<file path="src/rtl/mem_access_stage.sv">
// MEM stage: data memory req/ack access, load alignment, MEM/WB register.
// Optional misaligned-access trap enabled by defining MISALIGN_TRAP_EN.
module mem_access_stage #(
  parameter int XLEN     = 32,
  parameter int MAX_WAIT = 255
) (
  input  logic            clk,
  input  logic            rst,
  input  logic            valid_MEM,
  input  logic            mem_read_MEM,
  input  logic            mem_write_MEM,
  input  logic [2:0]      funct3_MEM,
  input  logic [1:0]      result_set_MEM,
  input  logic            reg_write_MEM,
  input  logic [4:0]      rd_MEM,
  input  logic [XLEN-1:0] alu_result_MEM,
  input  logic [XLEN-1:0] store_data_MEM,
  input  logic [XLEN-1:0] pcPlus4_MEM,
  output logic            dmem_req,
  output logic            dmem_we,
  output logic [XLEN-1:0] dmem_addr,
  output logic [3:0]      dmem_be,
  output logic [XLEN-1:0] dmem_wdata,
  input  logic [XLEN-1:0] dmem_rdata,
  input  logic            dmem_ack,
  output logic            stall_MEM,
  output logic            mem_timeout,
  output logic            valid_WB,
  output logic            reg_write_WB,
  output logic [4:0]      rd_WB,
  output logic [1:0]      result_set_WB,
  output logic [XLEN-1:0] alu_result_WB,
  output logic [XLEN-1:0] mem_data_WB,
  output logic [XLEN-1:0] pcPlus4_WB
`ifdef MISALIGN_TRAP_EN
  ,
  output logic            misaligned_WB
`endif
);

  localparam int CW = $clog2(MAX_WAIT + 1);

  typedef enum logic {IDLE, WAIT} state_t;

  state_t          state_q, state_d;
  logic [CW-1:0]   cnt_q, cnt_d;
  logic            mem_op, is_store, is_load;
  logic            misalign, access, timeout_now;
  logic [1:0]      off, size;
  logic [3:0]      be;
  logic [XLEN-1:0] wdata, ldata;
  logic [7:0]      lbyte;
  logic [15:0]     lhalf;

  assign off      = alu_result_MEM[1:0];
  assign size     = funct3_MEM[1:0];
  assign mem_op   = valid_MEM & (mem_read_MEM | mem_write_MEM);
  assign is_store = mem_write_MEM;
  assign is_load  = mem_read_MEM & ~mem_write_MEM;

`ifdef MISALIGN_TRAP_EN
  assign misalign = mem_op &
    ((size == 2'b01) ? off[0] :
     size[1]         ? (off != 2'b00) : 1'b0);
`else
  assign misalign = 1'b0;
`endif

  assign access = mem_op & ~misalign;

  // Store byte enables and lane-replicated write data
  always_comb begin
    be    = 4'b1111;
    wdata = store_data_MEM;
    unique case (1'b1)
      size == 2'b00: begin
        be    = 4'b0001 << off;
        wdata = {(XLEN/8){store_data_MEM[7:0]}};
      end
      size == 2'b01: begin
        be    = 4'b0011 << {off[1], 1'b0};
        wdata = {(XLEN/16){store_data_MEM[15:0]}};
      end
      default: ;
    endcase
  end

  // Load lane extraction and sign/zero extension
  always_comb begin
    lbyte = dmem_rdata[{off, 3'b000} +: 8];
    lhalf = dmem_rdata[{off[1], 4'b0000} +: 16];
    ldata = dmem_rdata;
    unique case (1'b1)
      funct3_MEM == 3'b000: ldata = {{(XLEN-8){lbyte[7]}}, lbyte};
      funct3_MEM == 3'b001: ldata = {{(XLEN-16){lhalf[15]}}, lhalf};
      funct3_MEM == 3'b100: ldata = {{(XLEN-8){1'b0}}, lbyte};
      funct3_MEM == 3'b101: ldata = {{(XLEN-16){1'b0}}, lhalf};
      default: ;
    endcase
  end

  // Next state, wait counter and watchdog detection
  always_comb begin
    state_d     = state_q;
    cnt_d       = cnt_q;
    timeout_now = 1'b0;
    unique case (state_q)
      IDLE: begin
        cnt_d = '0;
        if (access && !dmem_ack) begin
          state_d = WAIT;
          cnt_d   = CW'(1);
        end
      end
      WAIT: begin
        if (!access || dmem_ack) begin
          state_d = IDLE;
          cnt_d   = '0;
        end else if (cnt_q == CW'(MAX_WAIT)) begin
          timeout_now = 1'b1;
          state_d     = IDLE;
          cnt_d       = '0;
        end else begin
          cnt_d = cnt_q + 1'b1;
        end
      end
      default: begin
        state_d = IDLE;
        cnt_d   = '0;
      end
    endcase
  end

  assign stall_MEM  = ~rst & access & ~dmem_ack & ~timeout_now;
  assign dmem_req   = ~rst & access;
  assign dmem_we    = dmem_req & is_store;
  assign dmem_be    = dmem_req ? be : 4'b0000;
  assign dmem_addr  = {alu_result_MEM[XLEN-1:2], 2'b00};
  assign dmem_wdata = wdata;

  // FSM state and wait counter registers
  always_ff @(posedge clk) begin
    if (rst) begin
      state_q <= IDLE;
      cnt_q   <= '0;
    end else begin
      state_q <= state_d;
      cnt_q   <= cnt_d;
    end
  end

  // MEM/WB pipeline register, bubbles while stalled
  always_ff @(posedge clk) begin
    if (rst) begin
      mem_timeout   <= 1'b0;
      valid_WB      <= 1'b0;
      reg_write_WB  <= 1'b0;
      rd_WB         <= '0;
      result_set_WB <= '0;
      alu_result_WB <= '0;
      mem_data_WB   <= '0;
      pcPlus4_WB    <= '0;
`ifdef MISALIGN_TRAP_EN
      misaligned_WB <= 1'b0;
`endif
    end else begin
      if (timeout_now) mem_timeout <= 1'b1;
      if (stall_MEM) begin
        valid_WB     <= 1'b0;
        reg_write_WB <= 1'b0;
`ifdef MISALIGN_TRAP_EN
        misaligned_WB <= 1'b0;
`endif
      end else begin
        valid_WB      <= valid_MEM;
        reg_write_WB  <= reg_write_MEM & valid_MEM & ~misalign;
        rd_WB         <= rd_MEM;
        result_set_WB <= result_set_MEM;
        alu_result_WB <= alu_result_MEM;
        pcPlus4_WB    <= pcPlus4_MEM;
        mem_data_WB   <= (access & is_load & ~timeout_now) ?
                         ldata : '0;
`ifdef MISALIGN_TRAP_EN
        misaligned_WB <= misalign;
`endif
      end
    end
  end

endmodule

</file>
<file path="config.mk">
export PLATFORM = sky130hd
export DESIGN_NAME = mem_access_stage
export DESIGN_NICKNAME = d
export VERILOG_FILES = /design/src/rtl/mem_access_stage.sv
export SDC_FILE = /design/constraint.sdc
export NUM_CORES = 1
export LEC_CHECK = 0
export ABC_AREA = 1
export BUFFER_PORTS_ARGS = -buffer_cell sky130_fd_sc_hd__clkbuf_2
export CAP_MARGIN = 10
export CORE_MARGIN = 2
export CORE_UTILIZATION = 30
export DETAILED_ROUTE_END_ITERATION = 10
export PLACE_DENSITY = 0.55
export SETUP_SLACK_MARGIN = 0.4
export SLEW_MARGIN = 20
export SYNTH_ARGS = -nofsm -noshare
export SYNTH_HDL_FRONTEND = slang
export SYNTH_SLANG_ARGS = --single-unit
</file>
<file path="constraint.sdc">
create_clock -name clk -period 3.7 [get_ports clk]
set_input_delay 0.555 -clock clk [delete_from_list [all_inputs] [get_ports clk]]
set_output_delay 0.555 -clock clk [all_outputs]
set_load 0.02 [all_outputs]
</file>
==> impl_metrics.py <==
metrics = {
    "status": {
        "outcome": "finished clean",
    },
    "global_routing": {
        "grt_use_met3_pct": 5.64,
        "grt_pass1_vias": 5471,
        "grt_overflow": 0,
        "track_usage_pct": 18.9,
        "antenna_found_initial": 0,
        "use_met2_pct": 31.6,
        "grt_pass1_wl_um": 29500,
        "grt.busiest_layer": "met2",
        "grt_max_degree": 80,
        "met1_usage_pct": 23.9,
    },
    "yosys": {
        "synth_area_um2": 5580,
        "postSynthCellCount": 814,
        "synth-seq-cells": 115,
        "yosys.area.top_type_share_pct": 41.2,
        "synthArstFlopShare_pct": 0,
        "synthTopCellsByArea": "dfxtp_1 41%, nor2_1 15%, nand2_1 11%, o21ai_0 6.9%, buf_4 6.6%",
        "avgSynthCellArea_um2": 6.86,
        "synth_edf_count": 0,
        "ys_types": 36,
        "ys_seq_area_share_pct": 41.2,
        "synth_top_cell_by_area": "dfxtp_1",
        "yosysWarnings": 0,
        "synth_ff_type": "dfxtp_1",
    },
    "worst_hold_path": {
        "min_path_type": "primary input to register",
        "min_from": "pcPlus4_MEM[31]",
    },
    "critical_path": {
        "cp_data_arrival_time_ns": 1.98,
        "worstSetupEndpoint": "dmem_wdata[30]",
        "r2r-start": "cnt_q[0]$_SDFF_PP0_",
        "ff2ff_setup_slack_ns": 1.62,
        "ff2ff_path_depth": 8,
        "critical_path.startpoint_type": "primary input",
        "crit_start": "funct3_MEM[1]",
        "path_max_fanout": 21,
        "worstPathRequired_ns": 3.14,
        "endpoint_kind": "primary output",
        "path_class": "primary input to primary output",
        "timing.rr.end": "alu_result_WB[18]$_SDFFE_PP0N_",
    },
    "floorplanning": {
        "core_region_area_um2": 18100,
        "die_h_um": 140,
        "die_area_um2": 19700,
        "ios": 322,
        "start_util_pct": 30.9,
        "die_w_um": 140,
        "num_rows": 49,
    },
    "timing": {
        "max_freq_mhz": 394,
        "setup_tns_ns": 0,
        "fin_crit_ns": 2.54,
        "worst_slew_pin_slew_ns": 0.760,
        "period_share_pct": 68.5,
        "skew_ns": 0.00893,
        "finalHoldViolations": 0,
        "rsz0062_at_grt": "no",
        "finalSetupViolCount": 0,
        "final_max_slew_viol_count": 0,
        "slew_headroom_pct": 49.3,
    },
    "final_layout": {
        "seq_area_um2": 2300,
        "n_antenna_cell": 0,
        "multi_input_area_um2": 2550,
        "final_cells": 1318,
        "stdcell_area_um2": 7580,
        "area_growth_pct": 35.8,
        "fin_nets": 1223,
        "drive_above_1_share_pct": 35.8,
        "nFillCells": 1936,
    },
    "drt": {
        "wl_per_cell_um": 14.4,
        "vias": 5951,
        "drt-initial-drc-count": 352,
        "drc": 0,
        "drtPass1Iterations": 5,
        "ant_nets": 0,
        "viasPerCell": 4.52,
        "routed_wl_um": 19000,
    },
    "power": {
        "p_seq_share_pct": 36.2,
        "switching_share_pct": 27.1,
        "intPower_mw": 2.67,
        "ir_drop_mv": 0.308,
        "power.leakage_nw": 3.88,
        "finalPower_mw": 3.67,
        "power_density_nw_per_um2": 484,
        "power.switching_mw": 0.993,
        "p_comb_share_pct": 16.2,
        "p_clk_share_pct": 47.6,
    },
    "clock_network": {
        "clk_pin_slew_ns": 0.05,
        "htreeDepth": 4,
        "clk_path_buf_depth": 2,
        "cts_resized": 0,
        "post_cts_buffers": 0,
        "ctsRootBufferMaster": "clkbuf_16",
        "cts_sinks": 115,
        "cts_buffers": 17,
        "cts_hold_buf": 0,
        "tritoncts": "yes",
        "clkLatencyLatePin_ns": 0.41,
    },
    "placed_design": {
        "postPlaceCellArea_um2": 6950,
        "port_buffers": 319,
        "place_inst": 1287,
        "hpwl_um": 14300,
        "place_congestion": 0.874,
    },
    "run": {
        "cap_violations": 0,
    },
}
## cell type report
| type | instances | share of cell area (%) |
|---|---|---|
| well taps | 229 | 3.78 |
| repair buffers | 326 | 21.8 |
| flip-flops and latches | 115 | 30.4 |
| clock buffers | 21 | 6.21 |
| inverters | 42 | 2.15 |
| multi-input cells | 575 | 33.7 |
| clock inverters | 10 | 2.05 |
## power by group through the flow
stage	registers (mW)	clock network, mW	logic [mW]
after floorplan	1.43	0	0.309
after global placement	1.35	0	0.598
after detailed placement	1.35	0	0.597
after CTS	1.33	1.78	0.599
after global routing	1.34	1.85	0.654
final	1.33	1.74	0.592
## logic make-up (layout without fill, tap and decap cells)
logic type               after synthesis  after routing  share of synthesized area (%)
AND/OR/NAND/NOR                      437            437                           32.7
AO/OA/AOI/OAI                        133            133                           12.4
buffers and inverters                125            399                           13.1
flip-flops                           115            115                           41.2
XOR/XNOR                               2              2                          0.314
adder cells (fa/ha/maj)                1              1                          0.224
other                                  1              2                         0.0672
## worst max-delay path, cell delays in order
cell and delay [ns]:
clkbuf_2 0.09, inv_2 0.23, nand2_1 0.37, inv_2 0.32
nand2_1 0.11, o211ai_1 0.10, clkbuf_2 0.20
## metrics by stage
step / hold slack (ns) / worst slack (ns) / utilization, %
floorplan: 0.438 / 1.62 / -
global placement: 0.456 / 1.26 / 38.4
detailed placement: 0.456 / 1.17 / 38.4
CTS: 0.348 / 1.17 / 41.9
global route: 0.365 / 0.944 / 41.9
finish: 0.369 / 1.16 / 41.9
## metal layers
layer / part of all wire [%] / vias up
li1: - / 3063
met1: 44 / 2657
met2: 47 / 211
met3: 7.1 / 20
met4: 1.4 / 0
met5: 0 / -
## registers in the layout, indices dropped and copies added, names as in the netlist
| name | flops |
|---|---|
| alu_result_WB | 32 |
| mem_data_WB | 32 |
| pcPlus4_WB | 32 |
| cnt_q | 8 |
| rd_WB | 5 |
| result_set_WB | 2 |
| mem_timeout | 1 |
| reg_write_WB | 1 |
| state_q | 1 |
| valid_WB | 1 |
## synthesized netlist by cell type, types with 2 or more instances
library cell and count:
nor2_1 221, buf_4 49, nand2_1 157, nor3_1 2, or2_2 4, clkbuf_1 11
nor2_2 2, a21oi_1 36, buf_6 7, nand2_4 2, buf_2 16, a21oi_2 2
o211ai_1 4, nand2_2 8, nand4_1 6, nor2_4 3, nand3_1 24, inv_1 33
a31oi_1 2, o21ai_0 77, inv_2 8, o21ai_1 10, dfxtp_1 115, nor3b_1 3
## how the worst min path moves through the flow
stage / endpoint / slack [ns] / depth (start not counted)
3_5_place_dp: mem_data_WB[9]$_SDFFE_PP0N_ / 0.46 / 2
3_3_place_gp: mem_timeout$_SDFFE_PP0P_ / 0.46 / 2
4_1_cts: pcPlus4_WB[31]$_SDFFE_PP0N_ / 0.35 / 3
6_report: pcPlus4_WB[31]$_SDFFE_PP0N_ / 0.37 / 3
2_1_floorplan: cnt_q[0]$_SDFF_PP0_ / 0.44 / 1
5_1_grt: pcPlus4_WB[27]$_SDFFE_PP0N_ / 0.37 / 3
## layout by cell type, fill, tap and decap left out, types with 4 or more instances in the layout
cell,netlist,layout
a21oi_1,36,36
buf_4,49,7
bufinv_16,0,4
clkbuf_16,0,17
clkbuf_2,0,319
clkinv_2,0,4
dfxtp_1,115,115
inv_1,33,32
inv_2,8,8
nand2_1,157,157
nand2_2,8,8
nand3_1,24,24
nand4_1,6,6
nor2_1,221,221
o211ai_1,4,4
o21ai_0,77,77
o21ai_1,10,10
or2_2,4,4
(Power assumes the default switching activity.)
